[config.mk]
export PLATFORM = sky130hd
export DESIGN_NAME = load_store_unit
export DESIGN_NICKNAME = d
export VERILOG_FILES = /design/src/rtl/load_store_unit.sv
export SDC_FILE = /design/constraint.sdc
export NUM_CORES = 1
export LEC_CHECK = 0
export ABC_CLOCK_PERIOD_IN_PS = 3000
export CAP_MARGIN = 15
export CORE_ASPECT_RATIO = 0.75
export CORE_MARGIN = 2
export CORE_UTILIZATION = 25
export CTS_CLUSTER_SIZE = 20
export DETAILED_ROUTE_END_ITERATION = 7
export GPL_TIMING_DRIVEN = 0
export PLACE_DENSITY_LB_ADDON = 0.25
export SLEW_MARGIN = 20
export SYNTH_ARGS = -nofsm -noshare
export SYNTH_HDL_FRONTEND = slang
export SYNTH_SLANG_ARGS = --single-unit
[constraint.sdc]
create_clock -name CLK -period 3 [get_ports CLK]
set_input_delay 0.6 -clock CLK [delete_from_list [all_inputs] [get_ports CLK]]
set_output_delay 0.6 -clock CLK [all_outputs]
set_load 0.01 [all_outputs]
[src/rtl/load_store_unit.sv]
// -----------------------------------------------------------------------------
// load_store_unit
//   Bridges the CPU execute stage and main memory. Each CPU load or store
//   becomes a single-cycle memory request. The unit then waits for the memory
//   send pulse and returns sign- or zero-extended load data. Misaligned
//   accesses, illegal sizes and memory timeouts finish with an error
//   completion. All outputs are registered.
//
// Ports
//   CLK, nRST                 clock, asynchronous active-low reset
//   cpu_req/we/funct3         access request, direction, RV32I size code
//   cpu_addr, cpu_wdata       byte address, store data (bits [7:0] = lowest byte)
//   cpu_rdata                 extended load data, valid while cpu_done=1
//   cpu_done, cpu_err         completion pulse, error qualifier
//   cpu_busy                  high whenever an access is in flight
//   mem_request               one-cycle request pulse to memory
//   mem_bhw                   one-hot size (001 byte, 010 half, 100 word)
//   mem_WR_nRD                1 = write, 0 = read
//   mem_ADR, mem_DATA         address and MSB-first write data
//   mem_DATAOUT, mem_send     read data and its completion pulse
// -----------------------------------------------------------------------------
module load_store_unit #(
   parameter int TIMEOUT = 16
) (
   input  logic        CLK,
   input  logic        nRST,
   input  logic        cpu_req,
   input  logic        cpu_we,
   input  logic [2:0]  cpu_funct3,
   input  logic [31:0] cpu_addr,
   input  logic [31:0] cpu_wdata,
   output logic [31:0] cpu_rdata,
   output logic        cpu_done,
   output logic        cpu_err,
   output logic        cpu_busy,
   output logic        mem_request,
   output logic [2:0]  mem_bhw,
   output logic        mem_WR_nRD,
   output logic [31:0] mem_ADR,
   output logic [31:0] mem_DATA,
   input  logic [31:0] mem_DATAOUT,
   input  logic        mem_send
);

   localparam int CNT_W = (TIMEOUT > 1) ? $clog2(TIMEOUT) : 1;

   typedef enum logic [2:0] {S_IDLE, S_ISSUE, S_WAIT, S_DONE, S_ERR} state_t;

   state_t             state_q, state_d;
   logic [CNT_W-1:0]   cnt_q, cnt_d;
   logic               we_q, we_d;
   logic [2:0]         funct3_q, funct3_d;
   logic [31:0]        cpu_rdata_q, cpu_rdata_d;
   logic               cpu_done_q, cpu_done_d;
   logic               cpu_err_q, cpu_err_d;
   logic               cpu_busy_q, cpu_busy_d;
   logic               mem_request_q, mem_request_d;
   logic [2:0]         mem_bhw_q, mem_bhw_d;
   logic               mem_wr_q, mem_wr_d;
   logic [31:0]        mem_adr_q, mem_adr_d;
   logic [31:0]        mem_data_q, mem_data_d;

   logic               illegal, misaligned;

   // Memory expects the lowest-address byte in the most significant lane
   // of the access width.
   function automatic logic [31:0] store_fmt(input logic [1:0] sz, input logic [31:0] wd);
      case (sz)
         2'b00:   store_fmt = {24'b0, wd[7:0]};
         2'b01:   store_fmt = {16'b0, wd[7:0], wd[15:8]};
         default: store_fmt = {wd[7:0], wd[15:8], wd[23:16], wd[31:24]};
      endcase
   endfunction

   function automatic logic [31:0] load_ext(input logic [2:0] f3, input logic [31:0] d);
      case (f3)
         3'b000:  load_ext = {{24{d[7]}}, d[7:0]};
         3'b100:  load_ext = {24'b0, d[7:0]};
         3'b001:  load_ext = {{16{d[15]}}, d[15:0]};
         3'b101:  load_ext = {16'b0, d[15:0]};
         default: load_ext = d;
      endcase
   endfunction

   // Stores have no unsigned variants, so any funct3[2] store is illegal.
   assign illegal    = (cpu_funct3 == 3'b011) || (cpu_funct3[2:1] == 2'b11) ||
                       (cpu_we && cpu_funct3[2]);
   assign misaligned = ((cpu_funct3[1:0] == 2'b01) && cpu_addr[0]) ||
                       ((cpu_funct3[1:0] == 2'b10) && (cpu_addr[1:0] != 2'b00));

   always_comb begin
      // NOTE: every signal gets a default before the case so no path leaves it unassigned (no latches).
      state_d     = state_q;
      cnt_d       = '0;
      we_d        = we_q;
      funct3_d    = funct3_q;
      cpu_rdata_d = '0;
      mem_bhw_d   = mem_bhw_q;
      mem_wr_d    = mem_wr_q;
      mem_adr_d   = mem_adr_q;
      mem_data_d  = mem_data_q;

      case (state_q)
         S_IDLE: begin
            if (cpu_req) begin
               we_d       = cpu_we;
               funct3_d   = cpu_funct3;
               mem_wr_d   = cpu_we;
               mem_adr_d  = cpu_addr;
               mem_data_d = cpu_we ? store_fmt(cpu_funct3[1:0], cpu_wdata) : 32'b0;
               case (cpu_funct3[1:0])
                  2'b00:   mem_bhw_d = 3'b001;
                  2'b01:   mem_bhw_d = 3'b010;
                  default: mem_bhw_d = 3'b100;
               endcase
               state_d = (illegal || misaligned) ? S_ERR : S_ISSUE;
            end
         end
         S_ISSUE: state_d = S_WAIT;
         S_WAIT: begin
            // A send in the final timeout cycle still completes normally.
            if (mem_send) begin
               state_d     = S_DONE;
               cpu_rdata_d = we_q ? 32'b0 : load_ext(funct3_q, mem_DATAOUT);
            end else if (cnt_q == CNT_W'(TIMEOUT - 1)) begin
               state_d = S_ERR;
            end else begin
               cnt_d = cnt_q + 1'b1;
            end
         end
         S_DONE:  state_d = S_IDLE;
         S_ERR:   state_d = S_IDLE;
         default: state_d = S_IDLE;
      endcase

      // Memory-side outputs exist only while an access is issued or pending;
      // this also keeps illegal/misaligned accesses off the memory bus.
      if (!(state_d == S_ISSUE || state_d == S_WAIT)) begin
         mem_bhw_d  = '0;
         mem_wr_d   = 1'b0;
         mem_adr_d  = '0;
         mem_data_d = '0;
      end

      mem_request_d = (state_d == S_ISSUE);
      cpu_done_d    = (state_d == S_DONE) || (state_d == S_ERR);
      cpu_err_d     = (state_d == S_ERR);
      cpu_busy_d    = (state_d != S_IDLE);
   end

   // NOTE: every register, datapath included, is reset so all outputs read 0 immediately on nRST.
   always_ff @(posedge CLK or negedge nRST) begin
      if (!nRST) begin
         state_q       <= S_IDLE;
         cnt_q         <= '0;
         we_q          <= 1'b0;
         funct3_q      <= '0;
         cpu_rdata_q   <= '0;
         cpu_done_q    <= 1'b0;
         cpu_err_q     <= 1'b0;
         cpu_busy_q    <= 1'b0;
         mem_request_q <= 1'b0;
         mem_bhw_q     <= '0;
         mem_wr_q      <= 1'b0;
         mem_adr_q     <= '0;
         mem_data_q    <= '0;
      end else begin
         // NOTE: non-blocking assignments so all flops update together from pre-edge values.
         state_q       <= state_d;
         cnt_q         <= cnt_d;
         we_q          <= we_d;
         funct3_q      <= funct3_d;
         cpu_rdata_q   <= cpu_rdata_d;
         cpu_done_q    <= cpu_done_d;
         cpu_err_q     <= cpu_err_d;
         cpu_busy_q    <= cpu_busy_d;
         mem_request_q <= mem_request_d;
         mem_bhw_q     <= mem_bhw_d;
         mem_wr_q      <= mem_wr_d;
         mem_adr_q     <= mem_adr_d;
         mem_data_q    <= mem_data_d;
      end
   end

   assign cpu_rdata   = cpu_rdata_q;
   assign cpu_done    = cpu_done_q;
   assign cpu_err     = cpu_err_q;
   assign cpu_busy    = cpu_busy_q;
   assign mem_request = mem_request_q;
   assign mem_bhw     = mem_bhw_q;
   assign mem_WR_nRD  = mem_wr_q;
   assign mem_ADR     = mem_adr_q;
   assign mem_DATA    = mem_data_q;

endmodule

== Word level (Yosys, flattened, before mapping) ==
Index checks and enable logic that the tools add are counted.

* Output and inout port bits: 104
* Input bits: 104
* Bits in registers: 115
* Word-level logic and storage cells: 73

* Reductions and logical operators: 16
* Multiplexer cells: 27
* Equality and inequality tests: 16
* Add/subtract/negate cells: 1

{| class="wikitable"
|+ Operator list
! cell !! count
|-
| $mux W32 || 10
|-
| $pmux W32 S4 || 1
|-
| $pmux W32 S2 || 1
|-
| $mux W3 || 7
|-
| $eq A3 B2 Y1 const B || 4
|-
| $mux W4 || 3
|-
| $eq A3 B1 Y1 const B || 3
|-
| $eq A3 B3 Y1 const B || 3
|-
| $pmux W3 S3 || 1
|-
| $logic_not A3 Y1 || 2
|-
| $logic_or A1 B1 Y1 || 6
|-
| $pmux W3 S2 || 1
|-
| $add A4 B1 Y4 const B || 1
|-
| $eq A2 B2 Y1 const B || 2
|-
| $eq A4 B4 Y1 const B || 1
|-
| $reduce_and A2 Y1 || 2
|-
| $logic_and A1 B1 Y1 || 3
|-
| $mux W1 || 3
|-
| $reduce_bool A3 Y1 || 1
|-
| $eq A2 B1 Y1 const B || 1
|-
| $logic_not A2 Y1 || 1
|-
| $ne A2 B1 Y1 const B || 1
|-
| $ne A2 B2 Y1 const B || 1
|-
| $reduce_bool A2 Y1 || 1
|}

== Logic depth before layout (Yosys ltp) ==
* Depth after elaboration: 11
* Depth in mapped cells: 7
* Depth with buffers taken out: 5

== Least setup slack after synthesis ==
OpenSTA, ideal clock, no wires.

* Kind: input-to-reg
* From: input port cpu_funct3[0]
* To: register mem_bhw_q[2], in the netlist mem_bhw[2]
* Data arrival time: 1.900 ns
* Buffers on the path: 2
* Cell stages on the path: 5
* Setup slack: 1.034 ns
* Library setup time: 0.066 ns
* Data required time: 2.934 ns
* Cell sequence: o41ai_1 and2_1 buf_4 buf_2 a22o_1

* Word-level cells in the longest chain between the ends: 11
* Elaborated cells on any way between the ends: 23
* Classes of those cells: eq/ne: 7; mux: 7; reduce/logical: 9

{| class="wikitable"
|+ Ends and longest elaborated chain
! what !! RTL line !! text
|-
| start, declared || 29 || <nowiki>input logic [2:0] cpu_funct3,</nowiki>
|-
| $eq A3 B2 Y1, or another cell as far along || 86 || <nowiki>assign illegal = (cpu_funct3 == 3'b011) || (cpu_funct3[2:1] == 2'b11) ||</nowiki>
|-
| $logic_or A1 B1 Y1, or another cell as far along || 86 ||
|-
| $logic_or A1 B1 Y1 (on tied branches) || 86, 88 ||
|-
| $logic_or A1 B1 Y1 || 116 || <nowiki>state_d = (illegal || misaligned) ? S_ERR : S_ISSUE;</nowiki>
|-
| $mux W3 || 116 ||
|-
| $mux W3 || 105 || <nowiki>if (cpu_req) begin</nowiki>
|-
| $pmux W3 S3 || 103 || <nowiki>case (state_q)</nowiki>
|-
| $eq A3 B1 Y1 or $eq A3 B2 Y1 (tied branches) || 138 || <nowiki>if (!(state_d == S_ISSUE || state_d == S_WAIT)) begin</nowiki>
|-
| $logic_or A1 B1 Y1 || 138 ||
|-
| $ne A2 B1 Y1 (no source line) or $ne A2 B2 Y1 (tied branches) || n/a ||
|-
| $reduce_and A2 Y1 (no source line) || n/a ||
|-
| end signal, assigned || 178 || <nowiki>mem_bhw_q <= mem_bhw_d;</nowiki>
|-
| end, declared || 58 || <nowiki>logic [2:0] mem_bhw_q, mem_bhw_d;</nowiki>
|}

Several ways; a longest one is shown, not always the timed one. The select of a mux whose other input is x is not followed.
A chain may end at the register's enable or synchronous reset.

== Worst setup path after layout ==
* From: input port cpu_funct3[0]
* To: register mem_adr_q[29], in the netlist mem_ADR[29]

* Word-level cells in the longest chain between the ends: 11
* Elaborated cells on any way between the ends: 19
* Classes of those cells: eq/ne: 7; mux: 4; reduce/logical: 8

{| class="wikitable"
|+ Ends and longest elaborated chain
! what !! RTL line !! text
|-
| $eq A3 B2 Y1, or another cell as far along || 86 ||
|-
| $logic_or A1 B1 Y1, or another cell as far along || 86 ||
|-
| $logic_or A1 B1 Y1 (on tied branches) || 86, 88 ||
|-
| $logic_or A1 B1 Y1 * || 116 ||
|-
| $mux W3 * || 116 ||
|-
| $mux W3 * || 105 ||
|-
| $pmux W3 S3 * || 103 ||
|-
| $eq A3 B1 Y1 or $eq A3 B2 Y1 (tied branches) || 138 ||
|-
| $logic_or A1 B1 Y1 * || 138 ||
|-
| $ne A2 B1 Y1 (no source line) or $ne A2 B2 Y1 (tied branches) || n/a ||
|-
| $reduce_and A2 Y1 (no source line) || n/a ||
|-
| end signal, assigned || 180 || <nowiki>mem_adr_q <= mem_adr_d;</nowiki>
|-
| end, declared || 60 || <nowiki>logic [31:0] mem_adr_q, mem_adr_d;</nowiki>
|}

Every way passes the cells marked *; elsewhere a longest branch is shown, timed or not.

==> impl_metrics.tcl <==
set metrics [dict create \
    outcome "finished, final reports clean" \
    io_pins 208 \
    syn_area_um2 4601 \
    drc 0 \
    postLayoutCoreUtil 0.4270 \
    power_frac_comb 0.264 \
    insertion_delay_ns 0.41 \
    total_power_mw 5.287 \
    grtUsageMet2 0.2438 \
    yosysMostFrequentCell "dfrtp_1" \
    drt-initial-drc-count 250 \
    grt_util_met3 0.05468 \
    post-cts-setup-buffers 0 \
    ys_ff_latch 115 \
    crit_arrival_ns 2.88 \
    synthCells 393 \
    critical_path.max_stage_delay_ns 0.92 \
    rr_worst_depth 6 \
    path_clk_slew_ns 0.06 \
    synthToLayoutAreaGrowth_pct 65.32 \
    grt_use_total 0.1602 \
    yosysTopAreaCell "dfrtp_1" \
    post_cts_resize_count 0 \
    nets 725 \
    start_kind "primary input" \
    clk_path_buf_depth 2 \
    synth_commonest_cells "dfrtp_1, a22o_1, nor2_1" \
    drtAntennaViolNets 0 \
    grt_pass1_wl_mm 23.64 \
    synthXorXnorAreaFrac 0.001904 \
    core_um2 17810 \
    drive_above_1_share 0.08847 \
    period_needed_ns 2.539 \
    num_rows 42 \
    r2r_slack_ns 0.74 \
    synth_top_family_by_area "compound AO/OA/AOI/OAI gates" \
    synth_top_cells_by_area "dfrtp_1, a22o_1, a22oi_1" \
    cts_sinks 115 \
    path_cells "clkdlybuf4s50_1 > o41ai_1 > and2_1 > buf_4 > buf_2 > a22o_1" \
    die_y_um 121.5 \
    synthFlopType "dfrtp_1" \
    htreeDepth 4 \
    end_kind "register" \
    hold_violations 0 \
    overflow 0 \
    r2r-end "mem_DATA[19]" \
    synth-edff-count 0 \
    hold_buffers 0 \
    reg2reg_from "state_q[1]" \
    crit_start "cpu_funct3[0]" \
    async_reset_ff_frac 1.000 \
    grt_max_degree 64 \
    via_count 4018 \
    rsz0062_at_grt "false" \
    n_fill_cell 1627 \
    peakVddDrop_uv 238.3 \
    p_sw_frac 0.2979 \
    via_per_inst 4.592 \
    p_switching_mw 1.575 \
    antenna_found_initial 0 \
    pre_cts_ws_ns 0.07228 \
    synth-compound-area-share 0.2089 \
    numCtsBuffers 17 \
    antenna_cells 0 \
    die_x_um 160.6 \
    cp_data_required_time_ns 3.34 \
    ys_types 40 \
    dp_hpwl_mm 11.34 \
    seqPwrFrac 0.346 \
    fin_crit_sh 0.8464 \
    yosys.area_share.simple 0.08404 \
    synth_fa_ha_area_frac 0.002720 \
    yosys_warnings 0 \
    path_class "in2reg" \
    wl_per_cell_um 17.60 \
    die-area_um2 19510 \
    power_density_nw_per_um2 695.1 \
    fin_ws_ns 0.4607 \
    ys_seq_area_frac 0.6255 \
    synth_mux_area_frac 0.01958 \
    p_int_mw 3.712 \
    grtUsageMet1 0.2084 \
    crit_fanout 10 \
    grt_pass1_vias 4111 \
    p_leak_nw 3.380 \
    wirelength_mm 15.40 \
    setup-violations-final 0 \
    max-slew-margin-rel 0.3448 \
    syn_area_per_cell_um2 11.71 \
    fmax_mhz 393.8 \
    slowest_stage "o41ai_1" \
    clock_skew_ns 0.007651 \
    busiest_layer "met2" \
    maxSlewViolCount 0 \
    initial_core_util 0.2583 \
    tightest_slew_ns 0.9701 \
    clockPowerShare 0.389 \
    yosysTopAreaCellShare 0.6255 \
    ctsRootBufferMaster "clkbuf_16" \
    min_path_type "in2async" \
    first_pass_iters 4 \
    syn_nets 498 \
    placement.io_buffers 207 \
    cts_tree "yes" \
    place.gp.congestion 0.8718 \
    drv_cap 0 \
]
-- routing by layer --
metal / vias up / share of wire
met5: - / 0
met4: 0 / 0.017
met3: 21 / 0.086
met2: 197 / 0.44
met1: 1937 / 0.45
li1: 1863 / -
-- power groups by stage --
stage	clock [mW]	sequential (mW)	combinational [mW]
after floorplan	0	1.91	0.630
after global placement	0	1.85	1.38
after detailed placement	0	1.86	1.41
after CTS	2.11	1.83	1.41
after global routing	2.18	1.85	1.52
final	2.06	1.83	1.40
-- cell type report --
type	count	area, um^2	area share
tap	242	302.8	0.03981
timing repair buffer	208	2101	0.2762
sequential	115	2878	0.3784
inverter	18	67.56	0.008883
multi-input combinational	227	1459	0.1918
buffer	33	196.4	0.02583
clock inverter	13	158.9	0.02089
clock buffer	19	442.9	0.05823
-- logic make-up after synthesis --
family | after synthesis
mux | 9
buf+inv | 51
xor+xnor | 1
simple gates | 82
flops | 115
fa+ha+maj | 1
compound gates | 134
-- registers in the layout (all words and copies together) (netlist names) --
signal       cells
funct3_q         3
we_q             1
mem_WR_nRD       1
mem_ADR         32
cpu_err          1
cpu_done         1
cpu_rdata       32
cnt_q            4
state_q          3
mem_bhw          3
mem_request      1
cpu_busy         1
mem_DATA        32
-- worst max-delay path, delay by kind of cell --
kind / cells / cell delay (ns)
buffers and inverters: 3 / 0.90
and+or+nand+nor: 1 / 0.27
AOI/OAI and AO/OA: 2 / 1.10
-- how the worst max path moves through the flow --
stage / cells after the start / slack [ns] / endpoint
floorplan: 5 / 1.03 / mem_bhw[2]
global placement: 1 / -3.18 / mem_DATA[14]
CTS: 6 / 0.50 / mem_ADR[29]
detailed placement: 6 / 0.07 / mem_ADR[28]
global route: 6 / 0.35 / mem_ADR[29]
finish: 6 / 0.46 / mem_ADR[29]
-- stage by stage --
stage	cell area [um^2]	instances	hold WS (ns)	setup TNS (ns)
finish	7606	875	0.1299	0
global route	7606	875	0.1661	0
CTS	7606	875	0.1450	0
detailed placement	7004	843	0.4811	0
global placement	6975	842	0.4802	-364.05
floorplan	4601	393	0.3044	0
-- cell usage in the layout (no fill, tap or decap), types with 2 or more instances in the layout --
master | synthesis | final
a22oi_1 | 33 | 33
and2_1 | 10 | 10
clkbuf_16 | 0 | 17
nand2_1 | 18 | 18
dfrtp_1 | 115 | 115
o22ai_1 | 2 | 2
o21ai_0 | 18 | 18
a21oi_1 | 27 | 27
nor2_1 | 38 | 38
bufinv_16 | 0 | 3
nor3_1 | 3 | 3
clkinvlp_4 | 0 | 3
clkinv_4 | 0 | 2
buf_2 | 6 | 6
and3_1 | 2 | 2
a21o_1 | 2 | 2
buf_6 | 5 | 6
clkinv_2 | 0 | 4
nor2b_1 | 3 | 3
buf_1 | 2 | 2
a22o_1 | 43 | 43
inv_1 | 18 | 18
mux2i_1 | 9 | 9
clkbuf_1 | 12 | 13
buf_4 | 7 | 7
clkdlybuf4s50_1 | 0 | 206
Note: power is estimated with default switching activity, not from simulation.
==> edit (same settings) <==
Take the reset off `cpu_rdata_q`, `mem_adr_q` and `mem_data_q` and load them in a clocked block of their own.
--- a/src/rtl/load_store_unit.sv
+++ b/src/rtl/load_store_unit.sv
@@ -155,31 +155,31 @@
          cnt_q         <= '0;
          we_q          <= 1'b0;
          funct3_q      <= '0;
-         cpu_rdata_q   <= '0;
          cpu_done_q    <= 1'b0;
          cpu_err_q     <= 1'b0;
          cpu_busy_q    <= 1'b0;
          mem_request_q <= 1'b0;
          mem_bhw_q     <= '0;
          mem_wr_q      <= 1'b0;
-         mem_adr_q     <= '0;
-         mem_data_q    <= '0;
       end else begin
          // NOTE: non-blocking assignments so all flops update together from pre-edge values.
          state_q       <= state_d;
          cnt_q         <= cnt_d;
          we_q          <= we_d;
          funct3_q      <= funct3_d;
-         cpu_rdata_q   <= cpu_rdata_d;
          cpu_done_q    <= cpu_done_d;
          cpu_err_q     <= cpu_err_d;
          cpu_busy_q    <= cpu_busy_d;
          mem_request_q <= mem_request_d;
          mem_bhw_q     <= mem_bhw_d;
          mem_wr_q      <= mem_wr_d;
-         mem_adr_q     <= mem_adr_d;
-         mem_data_q    <= mem_data_d;
       end
+   end
+
+   always_ff @(posedge CLK) begin
+      cpu_rdata_q <= cpu_rdata_d;
+      mem_adr_q   <= mem_adr_d;
+      mem_data_q  <= mem_data_d;
    end
 
    assign cpu_rdata   = cpu_rdata_q;
Check against the original RTL: not equivalent (a bounded check fails within 4 cycles, from zero or initial values and one cycle with nRST low).
==> edit against the unedited design <==
  * Sequential power up 8%
  * Highest routed layer unchanged
  * Wire length shrank 9.5%
  * Power up 13%
  * Die area down 8.5%
  * Sequential cell count unchanged
  * Synthesized cell count up 16%
  * Worst setup slack better by 0.26 ns
  * Synthesized area decreased by 8.8%
  * Design area down 6.4%
  * Cell count rose by 3.4%
  * Global-route usage fell by 0.28 points
==> edit: results (changes against the unedited design) <==
| Metric | Value |
|---|---|
| Outcome | complete, no violations |
| Worst Path Arrival | 2.61 ns (-0.27 ns) |
| Placed wire-length estimate | 10480 um (-7.6%) |
| RR Startpoint | state_q[0]$_DFF_PN0_ |
| Hold_ws | 0.4496 ns (+0.3197 ns) |
| Worst Tran Pin Value | 0.9090 ns (-0.06108 ns) |
| First-pass GRT wire length | 21930 um (-7.2%) |
| Post-synthesis adder-cell area fraction | 0.2981% (+0.026 points) |
| Leakage | 2.644 nW (-22%) |
| Yosys cell types | 41 (+2.5%) |
| Tot GR Track Use | 15.74% (-0.28 points) |
| Synth Area in XOR/XNOR | 0.4173% (+0.23 points) |
| Asr flop ratio synth | 16.52% (-83 points) |
| Mux share of post-synthesis cell area | 2.146% (+0.19 points) |
| Min-delay worst type | flip-flop to flip-flop |
| Wire per inst | 15.41 um (-12%) |
| Crit path largest cell delay | 0.50 ns (-0.42 ns) |
| Largest net degree at the start of global routing | 20 (-69%) |
| Synth Flop Type | dfxtp_1 |
| Top post-synthesis cells by area | dfxtp_1, dfrtp_1, nand2_1 |
| Commonest cells in the netlist | nand2_1, dfxtp_1, a21oi_1 |
| Vias in the first global route | 4179 (+1.7%) |
| Max rail drop VDD | 0.0003236 V (+36%) |
| Complex-gate fraction of the synthesized area | 18.27% (-2.6 points) |
| Nets | 787 (+8.6%) |
| Drt pass-1 iters | 5 (+1) |
| Slowest CP cell | clkdlybuf4s50_1 |
| Seq/Total Area, Yosys | 57.11% (-5.4 points) |
| RePlAce Congestion | 0.7682 (-12%) |
[edit: cell types whose count changed after synthesis, sizes merged, moves of 8 or more]
cell / delta
nand3: +10
a21oi: +42
a22o: -27
dfxtp: +96
a31oi: +8
inv: -16
dfrtp: -96
nand2: +102
nor2: -22
a22oi: -33
[edit: tightest hold or removal path, stage by stage, from the launching register on]
cell and delay (ns):
dfxtp_1 0.30, nand2_1 0.05, a21oi_1 0.05
[edit: through the flow]
| step | worst slack (ns) | cells | total power, W | util, % | area [sq um] |
|---|---|---|---|---|---|
| global placement | 0.3102 | 873 | 0.004003 | 40.29 | 6533 |
| global route | 0.5578 | 905 | 0.006328 | 43.91 | 7121 |
| finish | 0.7182 | 905 | 0.005950 | 43.91 | 7121 |
| floorplan | 1.076 | 456 | 0.003054 | - | 4198 |
| detailed placement | 0.3103 | 873 | 0.004051 | 40.29 | 6533 |
| CTS | 0.7326 | 905 | 0.006034 | 43.91 | 7121 |
[edit: report_power, final]
| group | internal, W | switching [W] |
|---|---|---|
| clock network | 0.00122 | 0.000723 |
| logic | 0.000892 | 0.00113 |
| registers | 0.00183 | 0.000147 |
[edit: worst max-delay path by stage]
| stage | end | slack (ns) |
|---|---|---|
| after floorplan | mem_DATA[21]$_SDFFE_PP0P_ | 1.08 |
| after global placement | mem_bhw[2]$_DFFE_PN0P_ | 0.31 |
| after detailed placement | mem_bhw[2]$_DFFE_PN0P_ | 0.31 |
| after CTS | mem_bhw[2]$_DFFE_PN0P_ | 0.73 |
| after global routing | mem_bhw[2]$_DFFE_PN0P_ | 0.56 |
| final | mem_bhw[2]$_DFFE_PN0P_ | 0.72 |
[edit: routing by layer]
metal	wire length (um)	GRT usage [%]	vias up
met5	0	0	-
met4	116	4.404	0
met3	1207	7.013	14
met2	6300	25.24	144
met1	6318	19.41	1856
li1	-	-	1999
[edit: cells by family (layout without fill, tap and decap cells)]
kind of cell,Yosys count,after routing
xor+xnor,2,2
buf+inv,37,276
simple gates,172,172
flops,115,115
fa+ha+maj,1,1
compound gates,120,120
mux,9,9
[edit: final cells by class]
| class | instances | area share (%) |
|---|---|---|
| clock inverter | 10 | 0.9840 |
| tap | 210 | 3.690 |
| clock buffer | 22 | 7.275 |
| buffer | 35 | 2.214 |
| sequential | 115 | 33.67 |
| inverter | 2 | 0.1054 |
| timing repair buffer | 207 | 29.10 |
| multi-input combinational | 304 | 22.97 |
